<file path="config.mk">
export PLATFORM = sky130hd
export DESIGN_NAME = iexu_multicycle_alu
export DESIGN_NICKNAME = d
export VERILOG_FILES = /design/src/rtl/iexu_multicycle_alu.sv
export SDC_FILE = /design/constraint.sdc
export NUM_CORES = 1
export LEC_CHECK = 0
export ABC_AREA = 1
export CAP_MARGIN = 5
export CORE_ASPECT_RATIO = 1.4
export CORE_UTILIZATION = 25
export DETAILED_ROUTE_END_ITERATION = 8
export SLEW_MARGIN = 40
export SYNTH_ARGS = -nofsm -noshare
export SYNTH_HDL_FRONTEND = slang
export SYNTH_SLANG_ARGS = --single-unit
</file>
<file path="constraint.sdc">
create_clock -name clk -period 5.4 [get_ports clk]
set_input_delay 1.08 -clock clk [delete_from_list [all_inputs] [get_ports clk]]
set_output_delay 1.08 -clock clk [all_outputs]
set_load 0.03 [all_outputs]
</file>
<file path="src/rtl/iexu_multicycle_alu.sv">
// Integer execution unit: single-cycle add/sub/logic, iterative shifts of SHIFT_STEP bits per cycle.
// Optional feature macro IEXU_SLT_EN enables slt (op 8) and sltu (op 9).
module iexu_multicycle_alu #(
  parameter int XLEN       = 32,
  parameter int SHIFT_STEP = 1
) (
  input  logic            clk,
  input  logic            rst_n,
  input  logic            in_valid,
  output logic            in_ready,
  input  logic [3:0]      op,
  input  logic [XLEN-1:0] op_a,
  input  logic [XLEN-1:0] op_b,
  input  logic            flush,
  output logic            out_valid,
  input  logic            out_ready,
  output logic [XLEN-1:0] result,
  output logic            illegal,
  output logic            busy,
  output logic [1:0]      dbg_state
);

  localparam int SW = $clog2(XLEN);
  localparam logic [SW-1:0] STEP_SW = SW'(SHIFT_STEP % XLEN);

  typedef enum logic [1:0] {
    IDLE  = 2'd0,
    SHIFT = 2'd1,
    RESP  = 2'd2
  } state_t;

  state_t          state_q;
  logic [XLEN-1:0] shreg_q;
  logic [XLEN-1:0] result_q;
  logic [SW-1:0]   rem_q;
  logic [1:0]      kind_q;
  logic            sign_q;
  logic            out_valid_q;
  logic            illegal_q;

  logic            accept;
  logic            is_shift;
  logic [SW-1:0]   shamt;
  logic [XLEN-1:0] alu_res;
  logic            alu_ill;
  logic [SW-1:0]   step;
  logic [SW-1:0]   rem_nxt;
  logic [2*XLEN-1:0] sra_ext;
  logic [XLEN-1:0] shifted;

  // Handshakes: a transfer happens on a rising edge where valid and ready are both high.
  // in_ready never depends on in_valid; flush always wins over a same-cycle accept.
  assign in_ready  = !flush & ((state_q == IDLE) | ((state_q == RESP) & out_ready));
  assign accept    = in_valid & in_ready;
  assign shamt     = op_b[SW-1:0];
  assign is_shift  = (op == 4'd5) | (op == 4'd6) | (op == 4'd7);
  assign busy      = (state_q != IDLE);
  assign dbg_state = state_q;
  assign out_valid = out_valid_q;
  assign result    = result_q;
  assign illegal   = illegal_q;

  always_comb begin
    alu_res = '0;
    alu_ill = 1'b0;
    case (op)
      4'd0: alu_res = op_a + op_b;
      4'd1: alu_res = op_a - op_b;
      4'd2: alu_res = op_a & op_b;
      4'd3: alu_res = op_a | op_b;
      4'd4: alu_res = op_a ^ op_b;
      4'd5, 4'd6, 4'd7: alu_res = op_a;  // only used when shamt is zero
`ifdef IEXU_SLT_EN
      4'd8: alu_res = {{(XLEN-1){1'b0}}, ($signed(op_a) < $signed(op_b))};
      4'd9: alu_res = {{(XLEN-1){1'b0}}, (op_a < op_b)};
`endif
      default: alu_ill = 1'b1;
    endcase
  end

  // Per-cycle shift amount is min(SHIFT_STEP, remaining); sra fills from the latched sign.
  assign step    = (int'(rem_q) < SHIFT_STEP) ? rem_q : STEP_SW;
  assign rem_nxt = rem_q - step;
  assign sra_ext = {{XLEN{sign_q}}, shreg_q} >> step;

  always_comb begin
    shifted = shreg_q;
    case (kind_q)
      2'd1:    shifted = shreg_q << step;
      2'd2:    shifted = shreg_q >> step;
      default: shifted = sra_ext[XLEN-1:0];
    endcase
  end

  always_ff @(posedge clk) begin
    if (!rst_n) begin
      state_q     <= IDLE;
      out_valid_q <= 1'b0;
      result_q    <= '0;
      illegal_q   <= 1'b0;
      shreg_q     <= '0;
      rem_q       <= '0;
      kind_q      <= 2'd0;
      sign_q      <= 1'b0;
    end else if (flush) begin
      state_q     <= IDLE;
      out_valid_q <= 1'b0;
    end else begin
      case (state_q)
        SHIFT: begin
          shreg_q <= shifted;
          rem_q   <= rem_nxt;
          if (rem_nxt == '0) begin
            state_q     <= RESP;
            out_valid_q <= 1'b1;
            result_q    <= shifted;
            illegal_q   <= 1'b0;
          end
        end
        IDLE, RESP: begin
          if (accept) begin
            if (is_shift && (shamt != '0)) begin
              state_q     <= SHIFT;
              out_valid_q <= 1'b0;
              shreg_q     <= op_a;
              rem_q       <= shamt;
              kind_q      <= op[1:0];
              sign_q      <= op_a[XLEN-1];
            end else begin
              state_q     <= RESP;
              out_valid_q <= 1'b1;
              result_q    <= alu_res;
              illegal_q   <= alu_ill;
            end
          end else if ((state_q == RESP) && out_ready) begin
            state_q     <= IDLE;
            out_valid_q <= 1'b0;
          end
        end
        default: begin
          state_q     <= IDLE;
          out_valid_q <= 1'b0;
        end
      endcase
    end
  end

endmodule
</file>
# Word level (Yosys, flattened, before mapping)

Cells that the tools add are included.
Widths: inputs -> output; s select.

Bits in registers: 76
Output and inout bits: 38
Word-level logic and storage cells: 87

Add/sub/neg operators: 3
Magnitude comparators: 1
Equal/unequal tests: 16
Shift operators: 3
Multiplexer cells: 28
Bitwise logic cells: 11
Reductions and logical operators: 17

Operators with widths:

| kind               | count |
|---|---|
| $pmux 32 s2        | 3 |
| $pmux 32 s6        | 1 |
| $mux 32            | 5 |
| $shr 64x5->32      | 1 |
| $add 32x32->32     | 1 |
| $and 32x32->32     | 1 |
| $or 32x32->32      | 1 |
| $shl 32x5->32      | 1 |
| $shr 32x5->32      | 1 |
| $sub 32x32->32     | 1 |
| $xor 32x32->32     | 1 |
| $eq 4x3->1 const B | 4 |
| $mux 5             | 3 |
| $pmux 5 s2         | 1 |
| $eq 4x2->1 const B | 2 |
| $mux 1             | 8 |
| $mux 2             | 4 |
| $ne 2x2->1 const B | 4 |
| $reduce_and 4->1   | 2 |
| $reduce_or 8->1    | 1 |
| $logic_not 5->1    | 1 |
| $lt 5x1->1 const B | 1 |
| $reduce_and 5->1   | 1 |
| $reduce_bool 5->1  | 1 |
| other kinds (18)   | 29 |

# Depth between registers and ports, before layout

Gate-level depths: netlist (run 1).

Depth after elaboration: 7
Depth in mapped cells: 27
Mapped depth without buffers: 27

# Least setup slack after synthesis (run 1)

OpenSTA, ideal clock, no wires.

Path kind: input to register
From: input op_b[1]
To: register result_q[27], in the netlist result[27]
Arrival time: 3.652 ns
Data required time: 5.330 ns
Path slack: 1.678 ns
Cell stages on the path: 24
Path buffers: 0
Path through: inv_1 ha_1 inv_1 nor3_1 nand3_1 nor2_1 nand3_1 nand2_1 o21ai_1 a21oi_1 xor2_1 ha_1 nand2_1 inv_1 nand2_1 nand2_1 o21bai_1 a21oi_1 nand2_1 nand2_1 nand3_1 nand2_1 nand2_1 a21oi_1

Longest elaborated chain between the ends: 5

Ends and longest elaborated chain:

| item                                             | RTL line | source |
|---|---|---|
| start: declaration                               | 13       | `input logic [XLEN-1:0] op_b,` |
| $sub 32x32->32 or $add 32x32->32 (tied branches) | 68, 67   |  |
| $pmux 32 s6                                      | 66       | `case (op)` |
| $mux 32                                          | 122      | `if (is_shift && (shamt != '0)) begin` |
| $mux 32                                          | 121      | `if (accept) begin` |
| $pmux 32 s2                                      | 109      | `case (state_q)` |
| end signal: assignment                           | 116      | `result_q <= shifted;` |
| end signal: assignment                           | 132      | `result_q <= alu_res;` |
| end: declaration                                 | 34       | `logic [XLEN-1:0] result_q;` |

Several ways; a longest one is shown, not always the timed one. The select of a mux whose other input is x is not followed.
A chain may end at the register's enable or synchronous reset.

# Worst setup path after layout (run 1)

From: input op_b[0]
To: register result_q[27], in the netlist result[27]

The elaborated chain is that of the path after synthesis.

==> results_dict.tcl, run 1 <==
set metrics [dict create \
    status "complete, no violations" \
    grt_pass1_vias 10045 \
    cp-end-kind "flip-flop" \
    min_path_type "flip-flop to flip-flop" \
    cts_resized 0 \
    synth_seq_cells 75 \
    synthCells 1571 \
    core-area_mm2 0.03581 \
    grt.overflow.total 0 \
    ant_nets 0 \
    finalPower_mw 1.942 \
    worstSetupPathDepth 25 \
    cp_common_cell "nand2_1" \
    fill_cells 3964 \
    areaGrowthSynthToFinish_pct 20.19 \
    cp-endpoint "result[27]$_SDFFE_PN0P_" \
    synth_flop_cell "dfxtp_1" \
    hold_depth 2 \
    rsz0062_at_grt "false" \
    cap_violations 0 \
    num_rows 82 \
    start_util_pct 25.39 \
    final_nets 1816 \
    fin_crit_ps 4887 \
    maxSlewViolCount 0 \
    h-tree-depth 3 \
    r2r_start "rem_q[2]$_SDFFE_PN0P_" \
    setup_tns_ps 0 \
    startpoint "op_b[0]" \
    worst_ep_arrival_time_ps 5170 \
    root_buffer "clkbuf_16" \
    cts_tree "yes" \
    synth_top_area_share_pct 17.38 \
    cts_hold_buf 0 \
    dr.pass1.iters 5 \
    place_congestion 0.9019 \
    antenna_cells 0 \
    p_per_area_mw_per_mm2 177.8 \
    routed_wl_um 33800 \
    drt-initial-drc-count 642 \
    drive_gt1_share_pct 3.396 \
    post-route-period-util_pct 90.51 \
    dp_hpwl_um 27120 \
    skew_ps 11.26 \
    critPathLaunchType "input pin" \
    clkLatencyLatePin_ps 360 \
    r2r_end "result[22]$_SDFFE_PN0P_" \
    drc 0 \
    avgRoutedWirePerCell_um 16.01 \
    reg2regPathDepth 12 \
    crit_path_max_fanout 5 \
    slowest_stage "clkdlybuf4s50_1" \
    synth_area_mm2 0.009091 \
    cts_made_buffers 9 \
    hold_viol_final 0 \
    final_core_util_pct 30.52 \
    die_w_um 163.2 \
    ys_seq_area_share_pct 16.52 \
    antenna_found_initial 0 \
    grt_usage_pct 18.34 \
    crit_family "simple AND/OR/NAND/NOR gates" \
    layout_common_cells "nand2_1, inv_1, nor2_1" \
    final_common_cell "nand2_1" \
    yosys.area.top_type "nand2_1" \
    postCtsSetupBuffers 0 \
    ys_warn_count 0 \
    synth.avg_cell_area_um2 5.787 \
    finalSetupViolations 0 \
    die-area_mm2 0.03714 \
    synthArstFlopShare_pct 0 \
    holdWs_ps 470.3 \
    yosys.cell_types.count 43 \
    place_inst 2095 \
    max_stage_delay_ps 470 \
    syn-num-nets 1743 \
    worst_slew_pin_slew_ps 856.0 \
    viasPerCell 4.868 \
    dieHeight_um 227.6 \
    critPathBufInv 4 \
    clk_pin_slew_ps 70 \
    fmax_mhz 204.6 \
    worstPathRequired_ps 5690 \
    ios 111 \
    rrSetupSlack_ps 2830 \
    cts.sinks 75 \
    grt_max_degree 68 \
    clock_path_buffers 2 \
    peakVddDrop_mv 0.1193 \
    synth-edff-count 0 \
    critical_path_class "input pin to flip-flop" \
    fin_cells 2111 \
    grt_pass1_wl_um 53180 \
    leakage_nw 5.516 \
    vias 10276 \
    port_buffers 110 \
    ys_top_cells_by_area "nand2_1, dfxtp_1, ha_1, inv_1, a21oi_1" \
    relSlewSlack_pct 42.87 \
]
-- through the flow --
stage	setup slack [ps]	cell area, um^2
after floorplan	1678	9091
after global placement	138.2	10630
after detailed placement	137.9	10630
after CTS	490.3	10930
after global routing	133.2	10930
final	512.6	10930
-- Yosys cell counts (all sizes together), types with 21 or more instances --
library cell	number
a211oi	21
a21oi	123
buf	23
clkbuf	44
dfxtp	75
ha	98
inv	265
nand2	422
nand3	92
nor2	160
o21ai	105
xor2	33
-- report_power, final --
group          total (mW)  leakage (nW)  switching [mW]  internal, mW
Combinational       0.738          4.76           0.484         0.254
Sequential          0.588         0.609          0.0141         0.574
Clock               0.617         0.143           0.258         0.359
Total                1.94          5.52           0.756          1.19
-- layer usage --
layer	track usage [%]	routed length, um	up-vias
met4	8.924	1453	0
li1	-	-	5210
met3	1.452	1313	62
met1	21.96	14370	4718
met2	32.74	16670	286
met5	0	0	-
-- worst min-delay path by stage --
stage,from,endpoint,slack (ps)
final,illegal$_SDFFE_PN0P_,illegal$_SDFFE_PN0P_,470
after global routing,result[6]$_SDFFE_PN0P_,result[6]$_SDFFE_PN0P_,490
after CTS,illegal$_SDFFE_PN0P_,illegal$_SDFFE_PN0P_,470
after detailed placement,illegal$_SDFFE_PN0P_,illegal$_SDFFE_PN0P_,460
after global placement,illegal$_SDFFE_PN0P_,illegal$_SDFFE_PN0P_,460
after floorplan,kind_q[0]$_SDFFE_PN0P_,kind_q[0]$_SDFFE_PN0P_,450
-- cell families after synthesis --
family,after synthesis,synth area share [%]
buffers and inverters,333,14.15
and+or+nand+nor,706,31.38
adders and majority gates,99,13.71
DFF,75,16.52
xor gates and xnor gates,33,3.179
AOI/OAI and AO/OA,325,21.07
-- sequential cells by signal, indices dropped and copies added, names as in the netlist --
signal	cells
illegal	1
dbg_state	2
shreg_q	32
rem_q	5
kind_q	2
result	32
sign_q	1
-- final cells by class --
cell class | instances | area, um^2 | share of cell area, %
well taps | 462 | 578.1 | 5.290
clock buffers | 10 | 229.0 | 2.096
flip-flops and latches | 75 | 1501 | 13.74
inverters | 266 | 998.5 | 9.138
clock inverters | 6 | 65.06 | 0.5954
repair buffers | 129 | 1241 | 11.36
multi-input cells | 1163 | 6314 | 57.78
-- worst register-to-register path: stages, from the launching register on --
cell and delay (ps):
dfxtp_1 390, nor2_1 100, nand2_1 80, nand2_1 70, ha_1 210, nor2_1 160
nand2_1 90, xor2_1 240, o21ai_2 140, nand3_2 180, buf_4 490, nor2_1 180
a21oi_1 160
No activity file was read; power rests on OpenSTA's default activity.
==> inputs of run 2 (changes only) <==
- CTS_CLUSTER_DIAMETER: default -> 150
==> results of run 2 <==
The final DEF is identical to that of run 1; final timing and power are the same.
==> RTL change, RTL diff (settings of run 2) <==
`XLEN`: 32 -> 16.
--- a/src/rtl/iexu_multicycle_alu.sv
+++ b/src/rtl/iexu_multicycle_alu.sv
@@ -2,5 +2,5 @@
 // Optional feature macro IEXU_SLT_EN enables slt (op 8) and sltu (op 9).
 module iexu_multicycle_alu #(
-  parameter int XLEN       = 32,
+  parameter int XLEN       = 16,
   parameter int SHIFT_STEP = 1
 ) (
Ports: changed (resized op_a, op_b and result); port bits go from 111 to 63. No check against the original RTL was run, so the function may have changed too.
==> RTL change against run 2 <==
Power is 49% lower; final area fell by 51%; area after synthesis fell by 52%; core utilization rose by 1.1 points; die area decreased by 52%; combinational power fell by 56%; setup slack improved by 0.53 ns; wire length shrank 59%; sequential cell count fell by 33; critical endpoint is now result[12]; largest power group is now the clock network.
==> RTL change: results (changes against run 2) <==
Num CTS Buffers=5 (-4); FF-to-FF Start=rem_q[1]; Yosys Warn Count=0 (unchanged); Slowest-stage cell, CP=clkdlybuf4s50_1; DP HPWL=10900 µm (-60%); initial antenna violation count=0 (unchanged); Total Nets Final=832 (-54%); Worst Clk Skew=0.00493 ns (-0.00633 ns); GRT Overall Usage=0.157 (-0.0265); WHS Path Cells=2 (unchanged); RePlAce Congestion=0.867 (-3.9%); per-cell routed wire length=14.1 µm (-12%); n_diodes=0 (unchanged); fillers=1868 (-53%); drt drc=0 (unchanged); Clk pin slew, worst setup/hold paths=roughly 0.060 ns; sequential element share of the synthesized area=0.193 (+0.0281); reg2reg path depth=14 (+2); met3 Usage GRT=0.0161 (+0.00156); Syn Area/Cell=6.28 µm² (+8.5%); Root Buffer=clkbuf_16; GR Layer Usage met2=0.295 (-0.0326); postcts setup bufs=0 (unchanged); commonest cells in the netlist=nand2_1, inv_1, a21oi_1, o21ai_0, nand3_1; hold_sp=illegal; Worst path max stage delay=0.48 ns; status=finished clean; peak supply drop=123 µV (+3.1%); CTS Buffer Depth=2 (unchanged); Setup crit start=op[3]; GRT overflow=0 (unchanged); worst-skew pair later-pin latency=0.29 ns (-0.07 ns); vias in the first global route=4495 (-55%); library cells used by synthesis=39 (-9.3%); Avg Vias per Cell=4.84 (-0.49%); relative max-transition margin=0.457 (+0.0286); detailed-router iteration count before antenna repair=4 (-1); PortBufs=62 (-44%); share of flip-flops with an asynchronous set or reset=0 (unchanged); Initial DRC Count=221 (-66%); crit-path leading delay family=simple AND/OR/NAND/NOR gates; pin count of the biggest net entering global routing=41 (-40%); flop-to-flop setup slack=2.65 ns (-0.18 ns); Worst Hold Class=reg -> reg; placed instance count=966 (-54%); CTS resizes=0 (unchanged); top post-synthesis cells by area=dfxtp_1, ha_1, nand2_1, a21oi_1, o21ai_0; first-pass GRT wire length=22300 µm (-58%); share of layout cells above drive strength 1=0.0485 (+0.0146); Worst EP arrival=4.53 ns (-0.64 ns); met1 Use GR=0.181 (-0.0384); Synth Flop Type=dfxtp_1; Post-Route WL=13700 µm (-59%); LEAKAGE=2.45 nW (-56%); crit-path max FO=12 (+7); H-tree Lvls=2 (-1); Synth Net Count=784 (-55%)
RTL change: cell count changes in the layout (fill, tap and decap cells not counted), moves of 11 or more:
| cell | delta |
|---|---|
| a211oi_1 | -11 |
| a21oi_1 | -45 |
| a221oi_1 | -15 |
| buf_4 | -12 |
| clkdlybuf4s50_1 | -47 |
| dfxtp_1 | -33 |
| ha_1 | -49 |
| inv_1 | -178 |
| nand2_1 | -274 |
| nand3_1 | -31 |
| nor2_1 | -107 |
| nor3_1 | -12 |
| o21ai_0 | -31 |
| xor2_1 | -18 |
RTL change: cell type report:
| class | instances | area (µm²) | area share |
|---|---|---|---|
| multi-input cells | 533 | 3030 | 0.568 |
| flip-flops and latches | 42 | 841 | 0.157 |
| repair buffers | 70 | 681 | 0.127 |
| inverters | 89 | 334 | 0.0626 |
| well taps | 232 | 290 | 0.0544 |
| clock buffers | 7 | 133 | 0.0248 |
| clock inverters | 1 | 30.0 | 0.00562 |
RTL change: per-stage QoR:
step | worst slack [ns] | util | hold slack, ns | area [µm²]
after global placement | 0.797 | 0.307 | 0.458 | 5180
after global routing | 0.649 | 0.316 | 0.503 | 5340
after detailed placement | 0.790 | 0.307 | 0.460 | 5180
after CTS | 1.09 | 0.316 | 0.469 | 5340
final | 1.05 | 0.316 | 0.466 | 5340
after floorplan | 2.13 | - | 0.445 | 4350
RTL change: worst paths after layout:
| kind | end |
|---|---|
| hold reg to reg | illegal |
| setup reg to reg | result[10] |
| setup / recovery | result[12] |
| hold / removal | illegal |
RTL change: cell families (layout without fill, tap and decap cells):
group / after synthesis / count (layout) / synth area share
simple gates: 276 / 276 / 0.271
xor+xnor: 15 / 15 / 0.0302
fa+ha+maj: 50 / 50 / 0.145
compound gates: 192 / 192 / 0.250
flops: 42 / 42 / 0.193
buf+inv: 118 / 167 / 0.110
RTL change: where the power goes:
part           total, mW  leakage [nW]  internal (mW)  switching [mW]
logic              0.326          2.04          0.125           0.201
registers          0.329         0.341          0.321         0.00799
clock network      0.344        0.0781          0.219           0.125
RTL change: worst register-to-register path: cells and delay by family (launching register included):
family                   cells  cell delay, ns
AO/OA/AOI/OAI                1            0.08
adder cells (fa/ha/maj)      1            0.18
buffers and inverters        3            0.74
flip-flops                   1            0.32
AND/OR/NAND/NOR              9            1.30
RTL change: metal layers:
layer	wire length (µm)	part of all wire	vias to the layer above
li1	-	-	2413
met1	5790	0.42	2194
met2	7030	0.51	97
met3	623	0.045	14
met4	263	0.019	0
met5	0	0	-
